==> src/rtl/pattern_detect_param_if.sv <==
`default_nettype none
// ============================================================================
//  Module      : pattern_detect_param_if
//  Description : Data, control and result signals of the programmable serial
//                pattern detector. The master side (bit source and control
//                block) drives the stream and pattern programming. The slave
//                side (detector) returns the match pulse, its registered copy
//                and the saturating match count.
//  Revision    : 1.0  initial release
// ============================================================================
interface pattern_detect_param_if #(
  parameter int PAT_W = 4,
  parameter int CNT_W = 8
);
  logic             d_i;
  logic             valid_i;
  logic [PAT_W-1:0] pat_i;
  logic [PAT_W-1:0] mask_i;
  logic             pat_load_i;
  logic             overlap_i;
  logic             cnt_clr_i;
  logic             pattern;
  logic             pattern_q;
  logic [CNT_W-1:0] match_cnt_o;

  modport master (
    output d_i, valid_i, pat_i, mask_i, pat_load_i, overlap_i, cnt_clr_i,
    input  pattern, pattern_q, match_cnt_o
  );

  modport slave (
    input  d_i, valid_i, pat_i, mask_i, pat_load_i, overlap_i, cnt_clr_i,
    output pattern, pattern_q, match_cnt_o
  );
endinterface
`default_nettype wire

==> src/rtl/pattern_detect_param.sv <==
`default_nettype none
// ============================================================================
//  Module      : pattern_detect_param
//  Description : Runtime-programmable serial pattern detector. Matches a
//                PAT_W-bit pattern with per-bit don't-care mask against a
//                valid-qualified bit stream, with overlapping or
//                non-overlapping detection, a zero-latency Mealy match pulse,
//                its registered copy and a saturating match counter.
//  Revision    : 1.0  initial release
// ============================================================================
module pattern_detect_param #(
  parameter int               PAT_W   = 4,
  parameter logic [PAT_W-1:0] DEF_PAT = 4'b1011,
  parameter int               CNT_W   = 8
) (
  input  wire logic              clk,
  input  wire logic              rst,
  pattern_detect_param_if.slave  bus
);

  // fill only has to reach PAT_W-1, so clog2(PAT_W) bits always suffice
  localparam int               FILL_W      = $clog2(PAT_W);
  localparam logic [FILL_W-1:0] c_FILL_FULL = FILL_W'(PAT_W - 1);
  localparam logic [CNT_W-1:0]  c_CNT_MAX   = '1;

  logic [PAT_W-1:0]  r_pat;
  logic [PAT_W-1:0]  r_mask;
  logic [PAT_W-2:0]  r_hist;
  logic [FILL_W-1:0] r_fill;
  logic              r_pattern_q;
  logic [CNT_W-1:0]  r_cnt;

  logic              w_accept;
  logic              w_full;
  logic [PAT_W-1:0]  w_window;
  logic              w_match;
  logic [PAT_W-2:0]  w_hist_shift;
  logic [FILL_W-1:0] w_fill_inc;

  // A load cycle drops the data bit, so it never counts as an accepted bit
  assign w_accept     = bus.valid_i & ~bus.pat_load_i;
  assign w_full       = (r_fill == c_FILL_FULL);
  // Oldest bit lands in the MSB so the window lines up with the pattern MSB
  assign w_window     = {r_hist, bus.d_i};
  assign w_match      = w_accept & w_full & (((w_window ^ r_pat) & r_mask) == '0);
  // Slicing the window keeps the shift legal down to PAT_W = 2
  assign w_hist_shift = w_window[PAT_W-2:0];
  assign w_fill_inc   = w_full ? r_fill : (r_fill + 1'b1);

  assign bus.pattern     = w_match;
  assign bus.pattern_q   = r_pattern_q;
  assign bus.match_cnt_o = r_cnt;

  // Pattern programming plus bit history / fill tracking (fill is the sequence state)
  always_ff @(posedge clk or negedge rst) begin
    if (!rst) begin
      r_pat  <= DEF_PAT;
      r_mask <= '1;
      r_hist <= '0;
      r_fill <= '0;
    end else if (bus.pat_load_i) begin
      r_pat  <= bus.pat_i;
      r_mask <= bus.mask_i;
      r_hist <= '0;
      r_fill <= '0;
    end else if (w_accept) begin
      if (w_match && !bus.overlap_i) begin
        r_hist <= '0;
        r_fill <= '0;
      end else begin
        r_hist <= w_hist_shift;
        r_fill <= w_fill_inc;
      end
    end
  end

  // Registered copy of the match pulse, one clock behind
  always_ff @(posedge clk or negedge rst) begin
    if (!rst) begin
      r_pattern_q <= 1'b0;
    end else begin
      r_pattern_q <= w_match;
    end
  end

  // Saturating match counter; a clear wins over a same-cycle match
  always_ff @(posedge clk or negedge rst) begin
    if (!rst) begin
      r_cnt <= '0;
    end else if (bus.cnt_clr_i) begin
      r_cnt <= '0;
    end else if (w_match && (r_cnt != c_CNT_MAX)) begin
      r_cnt <= r_cnt + 1'b1;
    end
  end

endmodule
`default_nettype wire

==> src/flat_wrapper.sv <==
// flat-port wrapper written by rule: the top's interface ports become plain ports
module pattern_detect_param_flat 
#(
  parameter int               PAT_W   = 4,
  parameter logic [PAT_W-1:0] DEF_PAT = 4'b1011,
  parameter int               CNT_W   = 8
)
  (clk, rst, bus_d_i, bus_valid_i, bus_pat_i, bus_mask_i, bus_pat_load_i, bus_overlap_i, bus_cnt_clr_i, bus_pattern, bus_pattern_q, bus_match_cnt_o);
  pattern_detect_param_if #(.PAT_W(PAT_W), .CNT_W(CNT_W)) bus_i ();
  input  wire logic clk;
  input  wire logic rst;
  input wire logic [$bits(bus_i.d_i)-1:0] bus_d_i;
  input wire logic [$bits(bus_i.valid_i)-1:0] bus_valid_i;
  input wire logic [$bits(bus_i.pat_i)-1:0] bus_pat_i;
  input wire logic [$bits(bus_i.mask_i)-1:0] bus_mask_i;
  input wire logic [$bits(bus_i.pat_load_i)-1:0] bus_pat_load_i;
  input wire logic [$bits(bus_i.overlap_i)-1:0] bus_overlap_i;
  input wire logic [$bits(bus_i.cnt_clr_i)-1:0] bus_cnt_clr_i;
  output wire logic [$bits(bus_i.pattern)-1:0] bus_pattern;
  output wire logic [$bits(bus_i.pattern_q)-1:0] bus_pattern_q;
  output wire logic [$bits(bus_i.match_cnt_o)-1:0] bus_match_cnt_o;
  assign bus_i.d_i = bus_d_i;
  assign bus_i.valid_i = bus_valid_i;
  assign bus_i.pat_i = bus_pat_i;
  assign bus_i.mask_i = bus_mask_i;
  assign bus_i.pat_load_i = bus_pat_load_i;
  assign bus_i.overlap_i = bus_overlap_i;
  assign bus_i.cnt_clr_i = bus_cnt_clr_i;
  assign bus_pattern = bus_i.pattern;
  assign bus_pattern_q = bus_i.pattern_q;
  assign bus_match_cnt_o = bus_i.match_cnt_o;
  pattern_detect_param #(.PAT_W(PAT_W), .DEF_PAT(DEF_PAT), .CNT_W(CNT_W)) u_core (.clk(clk), .rst(rst), .bus(bus_i));
endmodule
==> config.mk <==
export PLATFORM = sky130hd
export DESIGN_NAME = pattern_detect_param_flat
export DESIGN_NICKNAME = d
export VERILOG_FILES = /design/src/rtl/pattern_detect_param_if.sv /design/src/rtl/pattern_detect_param.sv /design/src/flat_wrapper.sv
export SDC_FILE = /design/constraint.sdc
export NUM_CORES = 1
export LEC_CHECK = 0
export BUFFER_PORTS_ARGS = -buffer_cell sky130_fd_sc_hd__buf_2
export CELL_PAD_IN_SITES_DETAIL_PLACEMENT = 0
export CELL_PAD_IN_SITES_GLOBAL_PLACEMENT = 1
export CORE_ASPECT_RATIO = 1.2
export CORE_UTILIZATION = 39
export DETAILED_ROUTE_END_ITERATION = 12
export PLACE_DENSITY = 0.81
export SLEW_MARGIN = 40
export SYNTH_ARGS = -nofsm -noshare
export SYNTH_HDL_FRONTEND = slang
export SYNTH_SLANG_ARGS = --single-unit
export TNS_END_PERCENT = 1
==> constraint.sdc <==
create_clock -name clk -period 2.8 [get_ports clk]
set_clock_uncertainty 0.05 [all_clocks]
set_input_delay 0.56 -clock clk [delete_from_list [all_inputs] [get_ports clk]]
set_output_delay 0.56 -clock clk [all_outputs]
set_load 0.005 [all_outputs]
### Word-level counts from Yosys, hierarchy flattened

Index checks and enable logic that the tools add are counted.
W data, S select, Z words.

| storage, ports and cells | value |
|---|---|
| register bits after elaboration | 22 |
| output and inout bits | 10 |
| logic and storage cells | 33 |

| cells by class | value |
|---|---|
| add/subtract/negate cells | 2 |
| eq/ne operators | 3 |
| mux-type cells | 9 |
| bitwise gates (word level) | 6 |
| reduce and logical (&&, ||, !) cells | 7 |

Operators by type and width:

| operator | number |
|---|---|
| $mux W8 | 2 |
| $mux W3 | 3 |
| $add A8 B1 Y8 const B | 1 |
| $mux W2 | 4 |
| $ne A8 B8 Y1 const B | 1 |
| $and A4 B4 Y4 | 1 |
| $logic_not A4 Y1 | 1 |
| $reduce_bool A2 Y1 | 2 |
| $xor A4 B4 Y4 | 1 |
| $and A1 B1 Y1 | 3 |
| $ne A3 B3 Y1 const B | 1 |
| $add A2 B1 Y2 const B | 1 |
| $eq A2 B2 Y1 const B | 1 |
| $logic_and A1 B1 Y1 | 2 |
| $reduce_and A2 Y1 | 1 |
| $logic_not A1 Y1 | 1 |
| $not A1 Y1 | 1 |

### Longest topological paths before layout

Gate-level depths: netlist (run 1).

| depth | value |
|---|---|
| word-level depth | 8 |
| mapped depth | 6 |

### Worst setup path before layout (run 1)

Ideal clock, no wire load.

| timing | value |
|---|---|
| kind | input -> register |
| start point | input bus_d_i |
| end point | register u_core.r_cnt[7] (netlist: u_core.bus.match_cnt_o[7]) |
| arrival time | 2095 ps |
| data required time | 2672 ps |
| path slack | 578 ps |
| cell stages on the path | 5 |
| path buffers | 0 |
| cells stage by stage | xor2_1 a222oi_1 nand3_2 or4_1 a21oi_1 |

| between the ends | value |
|---|---|
| longest elaborated chain between the ends | 6 |

RTL lines:

| element | line | RTL |
|---|---|---|
| start: declaration | flat_wrapper.sv:12 | `input wire logic [$bits(bus_i.d_i)-1:0] bus_d_i;` |
| $xor A4 B4 Y4 | pattern_detect_param.sv:45 | `assign w_match = w_accept & w_full & (((w_window ^ r_pat) & r_mask) == '0);` |
| $and A4 B4 Y4 | pattern_detect_param.sv:45 |  |
| $logic_not A4 Y1 | pattern_detect_param.sv:45 |  |
| $and A1 B1 Y1 | pattern_detect_param.sv:45 |  |
| $logic_and A1 B1 Y1 | pattern_detect_param.sv:92 | `end else if (w_match && (r_cnt != c_CNT_MAX)) begin` |
| $reduce_bool A2 Y1 (no line) | - |  |
| end signal: assignment | pattern_detect_param.sv:93 | `r_cnt <= r_cnt + 1'b1;` |
| end: declaration | pattern_detect_param.sv:31 | `logic [CNT_W-1:0] r_cnt;` |

Every way passes these cells.
A chain may end at the register's enable or synchronous reset.

### Worst setup path after layout (run 1)

| timing | value |
|---|---|
| start point | register u_core.r_pat[0] |
| end point | output bus_pattern |

| between the ends | value |
|---|---|
| longest elaborated chain between the ends | 4 |

RTL lines:

| element | line | RTL |
|---|---|---|
| start: declaration | pattern_detect_param.sv:26 | `logic [PAT_W-1:0] r_pat;` |
| start signal: assignment | pattern_detect_param.sv:62 | `r_pat <= bus.pat_i;` |
| $xor A4 B4 Y4 | pattern_detect_param.sv:45 |  |
| $and A4 B4 Y4 | pattern_detect_param.sv:45 |  |
| $logic_not A4 Y1 | pattern_detect_param.sv:45 |  |
| $and A1 B1 Y1 | pattern_detect_param.sv:45 |  |
| end: declaration | flat_wrapper.sv:19 | `output wire logic [$bits(bus_i.pattern)-1:0] bus_pattern;` |

Every way passes these cells.

==> flow_results.org, run 1 <==
** Power
- IR analysis of the VDD net gives a maximum drop of 0.000268 V.
- Post-layout total power :: 0.553 mW
- Leakage :: 0.571 nW
- Total power density per cell area :: 450 nW/um^2

** Clock tree
- Count of cells resized by post-cts repair :: 0
- After clock tree synthesis, the clock-pin slew on the worst setup and hold paths is 0.12 ns.
- Counting the buffers created by CTS gives 3.
- TritonCTS clock tree :: done
- For this design, the CTS-stage hold fixing added 0 buffers.
- Clock network latency to the later pin of the worst-skew pair :: roughly 0.3 ns
- Clock tree synthesis selected as its root buffer the cell sky130_fd_sc_hd__clkbuf_4.
- H-tree depth :: 1
- Maximum number of buffers from clock root to sink :: 2
- Number of post-CTS setup repair buffers :: 0
- Clock tree synthesis found a total of 22 sinks.

** Outcome
- The checks that failed: DRC.
- Result of the run :: finished with violations

** Logic synthesis
- Summing the areas of all compound-gate instances in the mapped netlist gives 9.99% of the synthesized area.
- Summing the areas of all and, or, nand and nor instances in the mapped netlist gives 17.1% of the synthesized area.
- Post-Synthesis Cells :: 91
- After synthesis, the share of cell area in mux cells is roughly a tenth.
- Sequential-to-total area share from yosys stat :: 53.8%
- By area, the combinational part of the netlist is dominated by simple AND/OR/NAND/NOR gates.
- Of the total synthesized cell area, the portion taken by XOR and XNOR cells is 5.05%.
- When the netlist entered floorplanning its net count stood at 108.
- Register bit count reported by yosys :: 22
- Yosys printed 0 warnings.
- Of the total synthesized cell area, the portion taken by full adders, half adders and majority gates is 2.41%.
- Mapped Avg Cell Area :: 11.4 um^2
- Number of unique standard cell types used by synthesis :: 29
- In this run the cell area of the synthesized design comes to 1040 um^2.

** Route
- For this run, design rule violations remaining after detail routing come to 1.
- The final route contains 801 vias.
- In this run the remaining antenna-violating nets after routing total 0.
- Total routed wirelength :: 1790 um
- Dividing the detail-routed wire length by the instance count gives 11.8 um.
- Routed via count divided by cell count :: 5.30
- Number of iterations in the first detailed-routing pass :: 8
- Detailed router's first-iteration violation count :: 12

** STA
- For the finished layout, the period the worst path requires is roughly 2.5 ns.
- The count of final hold-check violations was 0.
- Setup repair after global routing missed its margin :: no
- Timing would allow up to about 0.4 GHz.
- The max-slew violation total from the final report was 0.
- For the final routed database, the setup TNS stands at 0 ns.
- Setup violations remaining at the end of the flow were counted as 0.
- For the pin with the worst max-slew slack, the measured transition is 0.569 ns.
- Fraction of the cycle the final worst path needs :: 89.4%
- Measured against its own limit, the worst slew margin works out to 62.0%.

** Floorplanning
- Boundary pin count :: 25
- Horiz. Die Dim :: around 50 um
- DIE AREA :: around 2900 um^2
- The core region is 2530 um^2.
- The die is 58.6 um tall.
- Number of rows in the core area :: 20
- The initial utilization of the core area, before any placement, comes to 41.1%.

** Critical path
- The worst register-to-register path begins at u_core.r_pat[0].
- Arrival time of the worst setup path :: 1.89 ns
- The worst setup path is captured at a primary output.
- Buffers and inverters on the worst path :: 1
- Category of the most critical setup path :: register to primary output
- Along the worst path, the maximum fanout reaches 4.
- CP max stage cell :: sky130_fd_sc_hd__dfstp_2
- Startpoint type of the worst setup path :: register
- On the critical path the largest part of the delay comes from flip-flops.
- Slack of the worst reg-to-reg path :: around 0.67 ns
- Reg2reg path depth :: 6
- The worst register-to-register path ends at u_core.bus.match_cnt_o[5].
- Cell chain of the critical path :: xor2_1 -> a222oi_1 -> and2_2 -> buf_2
- The largest single stage delay on the critical path is 0.56 ns.
- Data required, critical path :: 2.19 ns

** Global routing
- Final global-route overflow total :: 0
- GRT Overall Usage :: ~14%
- The first global-routing pass estimated 3120 um of wire.
- Largest net degree at the start of global routing :: 23
- Number of antenna violations at the first check in global routing :: 0
- Number of global-route vias before repair :: between 700 and 800

** Place
- At the end of routability-driven placement, the weighted congestion stood at 0.787.
- Summed over all nets, the half-perimeter wirelength after detailed placement is 1380 um.
- Once placement completed, the tool counted placed cells totaling between 100 and 150.
- Port bufs :: 24

** Cells and area
- Post-route insts no fill :: 151
- Fillcell total :: 246
- Share of cells above drive strength 1 :: 39.0%
- The area growth from synthesis to layout is 18.1%.
- After the last flow step, the layout net total stands at 136.
- 0 antenna diodes ended up in the layout.

** Flow run
- The tool flagged a number of max-cap violations equal to 0.

** Worst hold path
- The min-delay analysis places its worst path in the category input port to async pin.
[cells in the final DEF, fill, tap and decap left out, types with 5 or more instances in the layout]
master,synthesis,layout
sky130_fd_sc_hd__dfstp_2,7,7
sky130_fd_sc_hd__nand2_1,5,5
sky130_fd_sc_hd__mux2_2,8,8
sky130_fd_sc_hd__a21oi_1,8,8
sky130_fd_sc_hd__o21ai_0,5,5
sky130_fd_sc_hd__xor2_1,5,5
sky130_fd_sc_hd__buf_2,0,24
sky130_fd_sc_hd__dfrtp_1,15,15
sky130_fd_sc_hd__nand3_1,6,6
[per-stage QoR]
stage / hold slack (ns) / util (%) / worst slack, ns / area [um^2]
3_3_place_gp: 0.475 / 47.5 / 0.446 / 1200
5_1_grt: 0.163 / 48.6 / 0.150 / 1230
6_report: 0.139 / 48.6 / 0.297 / 1230
3_5_place_dp: 0.480 / 47.5 / 0.425 / 1200
4_1_cts: 0.150 / 48.6 / 0.277 / 1230
2_1_floorplan: 0.214 / - / 0.578 / 1040
[cells by family after synthesis]
group | count (synthesis)
simple gates | 31
flops | 22
compound gates | 17
mux | 10
xor+xnor | 6
buf+inv | 3
fa+ha+maj | 2
[layer usage]
layer | track usage [%] | vias up | wire (um)
met5 | 0 | - | 0
met4 | 5.04 | 0 | 0
met3 | 2.33 | 0 | 76
met2 | 25.4 | 21 | 947
met1 | 16.4 | 393 | 763
li1 | - | 387 | -
[sequential cells by signal, summed over array words and instances, names as in the netlist]
name,count
u_core.bus.match_cnt_o,8
u_core.r_mask,4
u_core.r_pat,4
u_core.r_hist,3
u_core.r_fill,2
u_core.bus.pattern_q,1
[worst reg2reg max path, stage by stage (launching register included)]
cell                       delay, ns
sky130_fd_sc_hd__dfstp_2        0.56
sky130_fd_sc_hd__xor2_1         0.07
sky130_fd_sc_hd__a222oi_1       0.56
sky130_fd_sc_hd__nand3_2        0.14
sky130_fd_sc_hd__buf_4          0.19
sky130_fd_sc_hd__or3_1          0.34
sky130_fd_sc_hd__a21oi_1        0.14
[power breakdown]
part / switching [mW] / internal (mW)
clock network: 0.0906 / 0.0554
logic: 0.0279 / 0.0278
registers: 0.0102 / 0.341
total: 0.129 / 0.424
[worst max-delay path by stage]
stage / start / endpoint / slack [ns] / cells past startpoint
5_1_grt: u_core.r_pat[0] / bus_pattern / 0.15 / 4
6_report: u_core.r_pat[0] / bus_pattern / 0.30 / 4
3_5_place_dp: bus_d_i / bus_pattern / 0.42 / 5
4_1_cts: u_core.r_pat[0] / bus_pattern / 0.28 / 4
2_1_floorplan: bus_d_i / u_core.bus.match_cnt_o[7] / 0.58 / 5
3_3_place_gp: bus_d_i / bus_pattern / 0.45 / 5
[cells in the mapped netlist, drive strengths merged]
library cell  number  area, um^2
nand3b             1        7.51
a311oi             1        8.76
nand2b             3        18.8
mux2               8        90.1
buf                1        3.75
o21ai              5        25.0
and2               2        13.8
xor2               5        43.8
nand2              5        18.8
nor2b              2        12.5
ha                 2        25.0
dfrtp             15         375
and3               2        12.5
or4                2        15.0
nand3              7        40.0
o31ai              1        7.51
xnor2              1        8.76
clkbuf             1        3.75
nand4              2        12.5
mux2i              2        20.0
a21oi              8        40.0
a211oi             1        12.5
nor2               2        7.51
inv                1        3.75
or3                3        18.8
a222oi             1        10.0
dfstp              7         184
[cell type report]
cell class | instances | area (um^2) | share of cell area (%)
Sequential cell | 22 | 559 | 45.6
Inverter | 1 | 3.75 | 0.306
Clock buffer | 4 | 26.3 | 2.14
Timing Repair Buffer | 25 | 128 | 10.4
Tap cell | 33 | 41.3 | 3.36
Multi-Input combinational cell | 66 | 469 | 38.2
Note: power is estimated with default switching activity, not from simulation.
==> run 2, diff against run 1 <==
--- a/config.mk
+++ b/config.mk
@@ -5,11 +5,13 @@
 export SDC_FILE = /design/constraint.sdc
 export NUM_CORES = 1
 export LEC_CHECK = 0
+export ABC_AREA = 0
 export BUFFER_PORTS_ARGS = -buffer_cell sky130_fd_sc_hd__buf_2
 export CELL_PAD_IN_SITES_DETAIL_PLACEMENT = 0
 export CELL_PAD_IN_SITES_GLOBAL_PLACEMENT = 1
 export CORE_ASPECT_RATIO = 1.2
 export CORE_UTILIZATION = 39
+export CTS_BUF_LIST = sky130_fd_sc_hd__clkbuf_2
 export DETAILED_ROUTE_END_ITERATION = 12
 export PLACE_DENSITY = 0.81
 export SLEW_MARGIN = 40
==> run 2 against run 1 <==
Net effect:
- the run still ends with DRC left
- cell area is 0.51% lower
- hold slack got worse by 0.037 ns
- count of clock-buffer cells in the layout unchanged
- power shrank 3.3%
- die area is the same
- first-iteration DRC count grew 25%
- highest routed layer is now met4
==> flow_results.org, run 2 (synthesis gave the netlist of run 1 again) <==
** Cells and area
- Core occupancy in the finished layout :: 48.3% (-0.25 points)
- The final net count is 136 (unchanged).
- Area growth syn-to-layout :: 17.4%
- The number of flip-flops in the largest register came to 8 (unchanged).
- The top cell types in the final layout, fill and taps aside, are sky130_fd_sc_hd__buf_2 (24), sky130_fd_sc_hd__dfrtp_1 (15), sky130_fd_sc_hd__a21oi_1 (8), sky130_fd_sc_hd__mux2_2 (8), sky130_fd_sc_hd__dfstp_2 (7).
- Diode count :: 0 (unchanged)
- Most common cell after layout, fill and taps aside :: sky130_fd_sc_hd__buf_2
- Post-route insts no fill :: 151 (unchanged)
- The proportion of layout cells with a drive suffix above 1 was 39.8% (+0.85 points).

** Route
- Count of antenna-violating nets left after detailed routing :: 0 (unchanged)
- Number of vias after detailed routing :: 797 (-0.50%)
- The first-iteration detailed-routing DRC count came to 15 (+3).
- The average wire per standard cell is 11.9 um (+0.67%).
- Routed via count divided by cell count :: 5.28 (-0.50%)
- Total DRC errors in the routed layout :: 1 (unchanged)
- The routed wire length was 1800 um (+0.67%).
- Number of iterations in the first detailed-routing pass :: 8 (unchanged)

** Global routing
- Number of antenna violations at the first check in global routing :: 0 (unchanged)
- Global-route wire length before repair :: 3120 um (unchanged)
- The met3 track utilization from global routing is 2.33% (unchanged).
- met2 is the most crowded layer.
- Number of global-route vias before repair :: 741 (+0.82%)
- Met2 GRT Util :: 25.4% (unchanged)
- The total routing usage reported by global routing is 13.9% (unchanged).
- Largest net degree at the start of global routing :: 23 (unchanged)
- The met1 layer usage reported by global route was 16.4% (unchanged).
- Final global-route overflow total :: 0 (unchanged)

** STA
- The setup TNS is 0 ns (unchanged).
- The final critical-path share of the clock period is 90.4% (+1.1 points).
- Worst relative slew slack :: 62.7% (+0.69 points)
- The minimum clock period was 2.53 ns (+0.0298 ns).
- The count of final hold-check violations came to 0 (unchanged).
- Setup repair after global routing left no endpoint under its margin.
- The transition time of the tightest slew-check pin is 0.559 ns (-0.0103 ns).
- Final setup violation count :: 0 (unchanged)
- The maximum operating frequency was 0.395 GHz (-1.2%).
- Final-report max-slew violation count :: 0 (unchanged)

** Critical path
- Worst reg2reg path endpoint :: u_core.bus.match_cnt_o[5]
- The data arrival at the endpoint of the critical path was 1.92 ns (+0.03 ns).
- Category of the most critical setup path :: register to primary output
- The count of cells along the worst register-to-register path is 6 (unchanged).
- Crit-path max FO :: 4 (unchanged)
- The critical path required time is 2.19 ns (about the same).
- The setup slack on the worst flop-to-flop path came to 0.65 ns (-0.02 ns).
- R2R Path Start :: u_core.r_pat[0]
- The worst setup path is captured at a primary output.
- The worst setup path is launched from a register.

** Clock tree
- The latest clock arrival within the worst-skew pair was 0.32 ns (+0.02 ns).
- TritonCTS clock tree :: done
- Clock edge transition at the registers on the reported setup and hold paths :: 0.21 ns (+0.09 ns)
- Count of cells resized by post-cts repair :: 0 (unchanged)
- The number of sinks driven by the clock tree came to 22 (unchanged).
- Root Driver :: sky130_fd_sc_hd__clkbuf_2
- The number of hold buffers added after cts was 0 (unchanged).
- Number of buffers created by CTS :: 3 (unchanged)
- The setup fix buffers added after clock tree synthesis was 0 (unchanged).
- Maximum number of buffers from clock root to sink :: 2 (unchanged)
- The number of H-tree levels came to 1 (unchanged).

** Flow run
- Max-cap violations :: 0 (unchanged)

** Floorplanning
- Boundary pin count :: 25 (unchanged)
- The initial cell density of the core is 41.1% (unchanged).
- The area of the core region was 2530 um^2 (unchanged).
- Horiz. Die Dim :: 49.1 um (unchanged)
- DIE AREA :: 2880 um^2 (unchanged)
- Number of rows in the core area :: 20 (unchanged)
- Die outline height :: 58.6 um (unchanged)

** Place
- Total half-perimeter wirelength after legalization and detailed placement :: 1380 um (unchanged)
- Port bufs :: 24 (unchanged)
- Cells after DPL :: 147 (unchanged)
- Final weighted congestion in routability-driven placement :: 0.787 (unchanged)

** Power
- Sequential Power Share :: 65.7% (+2.2 points)
- The net load switching power is 0.128 mW (-0.66%).
- The combinational group share of total power is 10.4% (+0.3 points).
- The internal power summed over all cells was 0.407 mW (-4.1%).
- Worst vdd rail ir drop :: 0.000266 V (-0.59%)
- Power share of the clock group :: 23.9% (-2.5 points)
- The leakage power of the design was 0.573 nW (+0.29%).
- The switching fraction of total power came to 23.9% (+0.63 points).
- The total power per unit cell area was 438 nW/um^2 (-2.8%).

** Outcome
- Failing checks :: DRC
- The flow ran to the end, but the final reports show violations.

** Worst hold path
- Class of the tightest hold or removal check :: input port to async pin
-- run 2: cell counts in the layout (fill, tap and decap cells not counted) --
Identical to the previous run, type by type.
-- run 2: worst max-delay path: stages (launching register included) --
cell,delay [ns]
sky130_fd_sc_hd__dfstp_2,0.58
sky130_fd_sc_hd__xor2_1,0.07
sky130_fd_sc_hd__a222oi_1,0.56
sky130_fd_sc_hd__and2_2,0.28
sky130_fd_sc_hd__buf_2,0.12
-- run 2: power groups by stage --
stage	logic (mW)	clock network (mW)	registers, mW
after floorplan	0.0347	0	0.354
after global placement	0.0546	0	0.357
after detailed placement	0.0571	0	0.358
after CTS	0.0573	0.134	0.352
after global routing	0.0636	0.151	0.354
final	0.0556	0.128	0.352
-- run 2: how the worst max path moves through the flow --
stage                                from  depth (start not counted)  slack, ns                   endpoint
after detailed placement          bus_d_i                          5       0.42                bus_pattern
after global placement            bus_d_i                          5       0.45                bus_pattern
final                     u_core.r_pat[0]                          4       0.27                bus_pattern
after CTS                 u_core.r_pat[0]                          4       0.23                bus_pattern
after global routing      u_core.r_pat[0]                          4       0.08                bus_pattern
after floorplan                   bus_d_i                          5       0.58  u_core.bus.match_cnt_o[7]
-- run 2: stage by stage --
step	setup WS, ns	hold slack (ns)	power, mW	cell area [um^2]
6_report	0.268	0.102	0.535	1220
3_3_place_gp	0.446	0.475	0.412	1200
2_1_floorplan	0.578	0.214	0.389	1040
4_1_cts	0.227	0.103	0.543	1220
3_5_place_dp	0.425	0.480	0.415	1200
5_1_grt	0.0822	0.0976	0.568	1220
-- run 2: final cells by class --
cell class	count	area, um^2
fillers	247	1310
repair buffers	25	128
clock buffers	4	20.0
well taps	33	41.3
flip-flops and latches	22	559
multi-input cells	66	469
inverters	1	3.75
-- run 2: routing by layer --
layer	part of all wire, %	wire, um
met5	0	0
met1	43	775
met2	53	944
met4	0.22	4
met3	4.1	73
==> run 3, diff against run 2 <==
--- a/config.mk
+++ b/config.mk
@@ -9,11 +9,11 @@
 export BUFFER_PORTS_ARGS = -buffer_cell sky130_fd_sc_hd__buf_2
 export CELL_PAD_IN_SITES_DETAIL_PLACEMENT = 0
 export CELL_PAD_IN_SITES_GLOBAL_PLACEMENT = 1
-export CORE_ASPECT_RATIO = 1.2
-export CORE_UTILIZATION = 39
+export CORE_ASPECT_RATIO = 0.9
+export CORE_UTILIZATION = 38
 export CTS_BUF_LIST = sky130_fd_sc_hd__clkbuf_2
 export DETAILED_ROUTE_END_ITERATION = 12
-export PLACE_DENSITY = 0.81
+export PLACE_DENSITY = 0.82
 export SLEW_MARGIN = 40
 export SYNTH_ARGS = -nofsm -noshare
 export SYNTH_HDL_FRONTEND = slang
==> constraint.sdc (replaced) <==
create_clock -name clk -period 2.21 [get_ports clk]
set_clock_uncertainty 0.05 [all_clocks]
set_input_delay 0.442 -clock clk [delete_from_list [all_inputs] [get_ports clk]]
set_output_delay 0.442 -clock clk [all_outputs]
set_load 0.005 [all_outputs]
==> run 3 against run 2 <==
Net effect:
- the flow finishes with violations (DRC, setup timing)
- register-to-register slack worse by 0.62 ns
- sequential power is 27% higher
- global-route usage rose by 2.2 points
- count of clock-buffer cells in the layout fell by 1
- critical path depth grew 1
- core utilization increased by 1.2 points
- sequential share of layout area fell by 1.2 points
- combinational power rose by 55%
- cell count fell by 1.3%
- first-iteration DRC count rose by 33%
- die area rose by 2.5%
- via count rose by 2.4%
- critical endpoint unchanged
==> flow_results.org, run 3 (synthesis gave the netlist of run 1 again) <==
** Floorplanning
- DIE AREA :: 2950 um^2 (+2.5%)
- The floorplan die height is 51.6 um (-12%).
- Horiz. Die Dim :: 57.1 um (+16%)
- The standard-cell row count was 17 (-15%).
- Floorplan Core Area :: 2530 um^2 (+0.15%)
- The initial cell density of the core is 41.1% (-0.061 points).
- Boundary pin count :: 25 (unchanged)

** Worst hold path
- Instance count along the most critical hold path :: 2
- The path class of the tightest hold or removal check is input port to register.
- In this run the most critical hold path is launched from bus_pat_i[1].
- Hold Path End :: u_core.r_pat[1]

** Critical path
- Reg2reg path depth :: 8 (+2)
- The critical path is of the register to primary output type.
- Crit-path max FO :: 4 (unchanged)
- The critical path required time came to 1.72 ns (-0.47 ns).
- The data arrival at the endpoint of the critical path was 1.76 ns (-0.16 ns).
- In this run the critical register-to-register path is captured at u_core.bus.match_cnt_o[3].
- STA classifies the critical path endpoint as a primary output.
- The worst register-to-register path begins at u_core.r_pat[0].
- Slack of the worst reg-to-reg path :: 0.03 ns (-0.62 ns)
- The worst setup path is launched from a register.

** Global routing
- The total congestion overflow after global routing came to 0 (unchanged).
- Number of global-route vias before repair :: 793 (+7.0%)
- Global-route wire length before repair :: 3620 um (+16%)
- Number of antenna violations at the first check in global routing :: 0 (unchanged)
- The largest net degree at the start of global routing came to 23 (unchanged).
- The total routing usage reported by global routing was 16.1% (+2.2 points).

** Route
- The DRC violation count after routing is 4 (+3).
- Total routed wirelength :: 2050 um (+14%)
- Detailed router's first-iteration violation count :: 20 (+5)
- The number of routed nets with antenna violations came to 0 (unchanged).
- Number of iterations in the first detailed-routing pass :: 8 (unchanged)
- The total number of vias was 816 (+2.4%).
- Routed via count divided by cell count :: 5.48 (+3.8%)
- Detailed-route wire length per cell :: 13.8 um (+16%)

** Power
- The power after layout came to 0.690 mW (+29%).
- The leakage power of the design is 0.587 nW (+2.5%).
- Worst vdd rail ir drop :: 0.000331 V (+24%)
- Total power density per cell area :: 550 nW/um^2 (+26%)

** Clock tree
- Clock edge transition at the registers on the reported setup and hold paths :: 0.19 ns (-0.02 ns)
- Sinks on the clock net :: 22 (unchanged)
- Clock network latency to the later pin of the worst-skew pair :: 0.33 ns (about the same)
- The number of H-tree levels is 1 (unchanged).
- The maximum clock insertion buffer count came to 2 (unchanged).
- TritonCTS clock tree :: done
- Root Driver :: sky130_fd_sc_hd__clkbuf_2
- Number of buffers created by CTS :: 3 (unchanged)

** Cells and area
- The area of all placed cells without fillers is 1250 um^2 (+2.7%).
- Max FFs per register :: 8 (unchanged)
- Core occupancy in the finished layout :: 49.5% (+1.2 points)
- Share of cells above drive strength 1 :: 40.5% (+0.67 points)
- The number of diodes came to 0 (unchanged).
- Most used cells in the layout excluding fill and tap cells :: sky130_fd_sc_hd__buf_2 (23), sky130_fd_sc_hd__dfrtp_1 (15), sky130_fd_sc_hd__mux2_2 (8)
- The final net count was 139 (+2.2%).
- Area growth syn-to-layout :: 20.6%
- The total area of multi-input combinational cells was 474 um^2 (+1.1%).
- Leaving out fill and tap cells, the most frequent cell in the layout is sky130_fd_sc_hd__buf_2.
- The non-filler instance count after layout came to 149 (-1.3%).
- The combined flip-flop and latch cell area is 559 um^2 (unchanged).
- The final-layout fill cell count was 252 (+2.0%).

** STA
- Transition time at the pin with the least slew margin :: 0.463 ns (-0.0963 ns)
- The final worst slack came to -0.0426 ns (-0.310 ns).
- Setup repair after global routing missed its margin :: yes
- Hold Vio Cnt, Final :: 0 (unchanged)
- The number of setup violations in the final report was 1 (+1).
- Final-report max-slew violation count :: 0 (unchanged)
- Post-layout minimum cycle time :: 2.25 ns
- Dividing the final minimum period by the clock period gives 102%.
- The smallest hold slack was 0.276 ns (+0.174 ns).
- Summed negative setup slack over all endpoints :: -0.0426 ns (-0.0426 ns)
- Highest attainable clock frequency :: between 0.4 and 0.5 GHz
- Worst relative slew slack :: 69.2% (+6.4 points)

** Outcome
- Failing checks :: DRC, setup timing
- The flow ran to the end, but the final reports show violations.

** Place
- Instance area after placement :: 1200 um^2 (+0.10%)
- Setup slack after placement :: 0.0923 ns (-0.332 ns)
- The number of input and output port buffers inserted is 24 (unchanged).
- The HPWL reported at the end of detailed placement is 1470 um (+6.4%).
- The placer congestion estimate came to 0.817 (+3.8%).
- The number of cells in the design after placement is 143 (-2.7%).

** Flow run
- The total of max-cap violations is 0 (unchanged).
run 3: cell types whose count changed in the layout (fill, tap and decap cells not counted), sizes merged:
cell         delta
dlygate4sd3     +1
buf             +2
clkinv          +1
clkbuf          -1
run 3: metal layers:
layer | vias up | GRT usage [%] | part of all wire [%]
met5 | - | 0 | 0
met3 | 6 | 2.99 | 3.3
li1 | 391 | - | -
met2 | 23 | 27.6 | 50
met1 | 396 | 20.5 | 45
met4 | 0 | 5.69 | 1.5
run 3: worst max path at each step:
stage	slack, ns	cells past startpoint	startpoint	endpoint
floorplan	0.10	5	u_core.r_pat[0]	u_core.bus.match_cnt_o[7]
global placement	0.15	8	bus_d_i	u_core.bus.match_cnt_o[4]
detailed placement	0.09	8	bus_d_i	u_core.bus.match_cnt_o[4]
CTS	-0.06	5	u_core.r_pat[0]	bus_pattern
global route	-0.17	5	u_core.r_pat[0]	bus_pattern
finish	-0.04	5	u_core.r_pat[0]	bus_pattern
run 3: repair_timing:
action / 4_1_cts / 5_1_grt
hold buffers: 1 / 0
endpoints found under the setup margin: 1 / 4
pin swaps: 1 / 2
endpoints found under the hold margin: 15 / 0
resized for setup: 2 / 2
setup buffers: 1 / 0
run 3: worst max-delay path, stage by stage, from the launching register on:
cell	delay, ns
sky130_fd_sc_hd__dfstp_2	0.58
sky130_fd_sc_hd__xor2_1	0.07
sky130_fd_sc_hd__a222oi_1	0.35
sky130_fd_sc_hd__buf_4	0.18
sky130_fd_sc_hd__and2_4	0.15
sky130_fd_sc_hd__buf_6	0.09
run 3: final cells by class:
class                           count  area share [%]
Clock buffer                        3            1.20
Clock inverter                      1           0.299
Inverter                            1           0.299
Multi-Input combinational cell     66            37.8
Sequential cell                    22            44.6
Tap cell                           28            2.79
Timing Repair Buffer               28            13.0
run 3: report_power, final:
part / switching [mW] / internal (mW)
sequential: 0.0142 / 0.433
combinational: 0.0408 / 0.0455
clock: 0.117 / 0.0394
total: 0.172 / 0.517
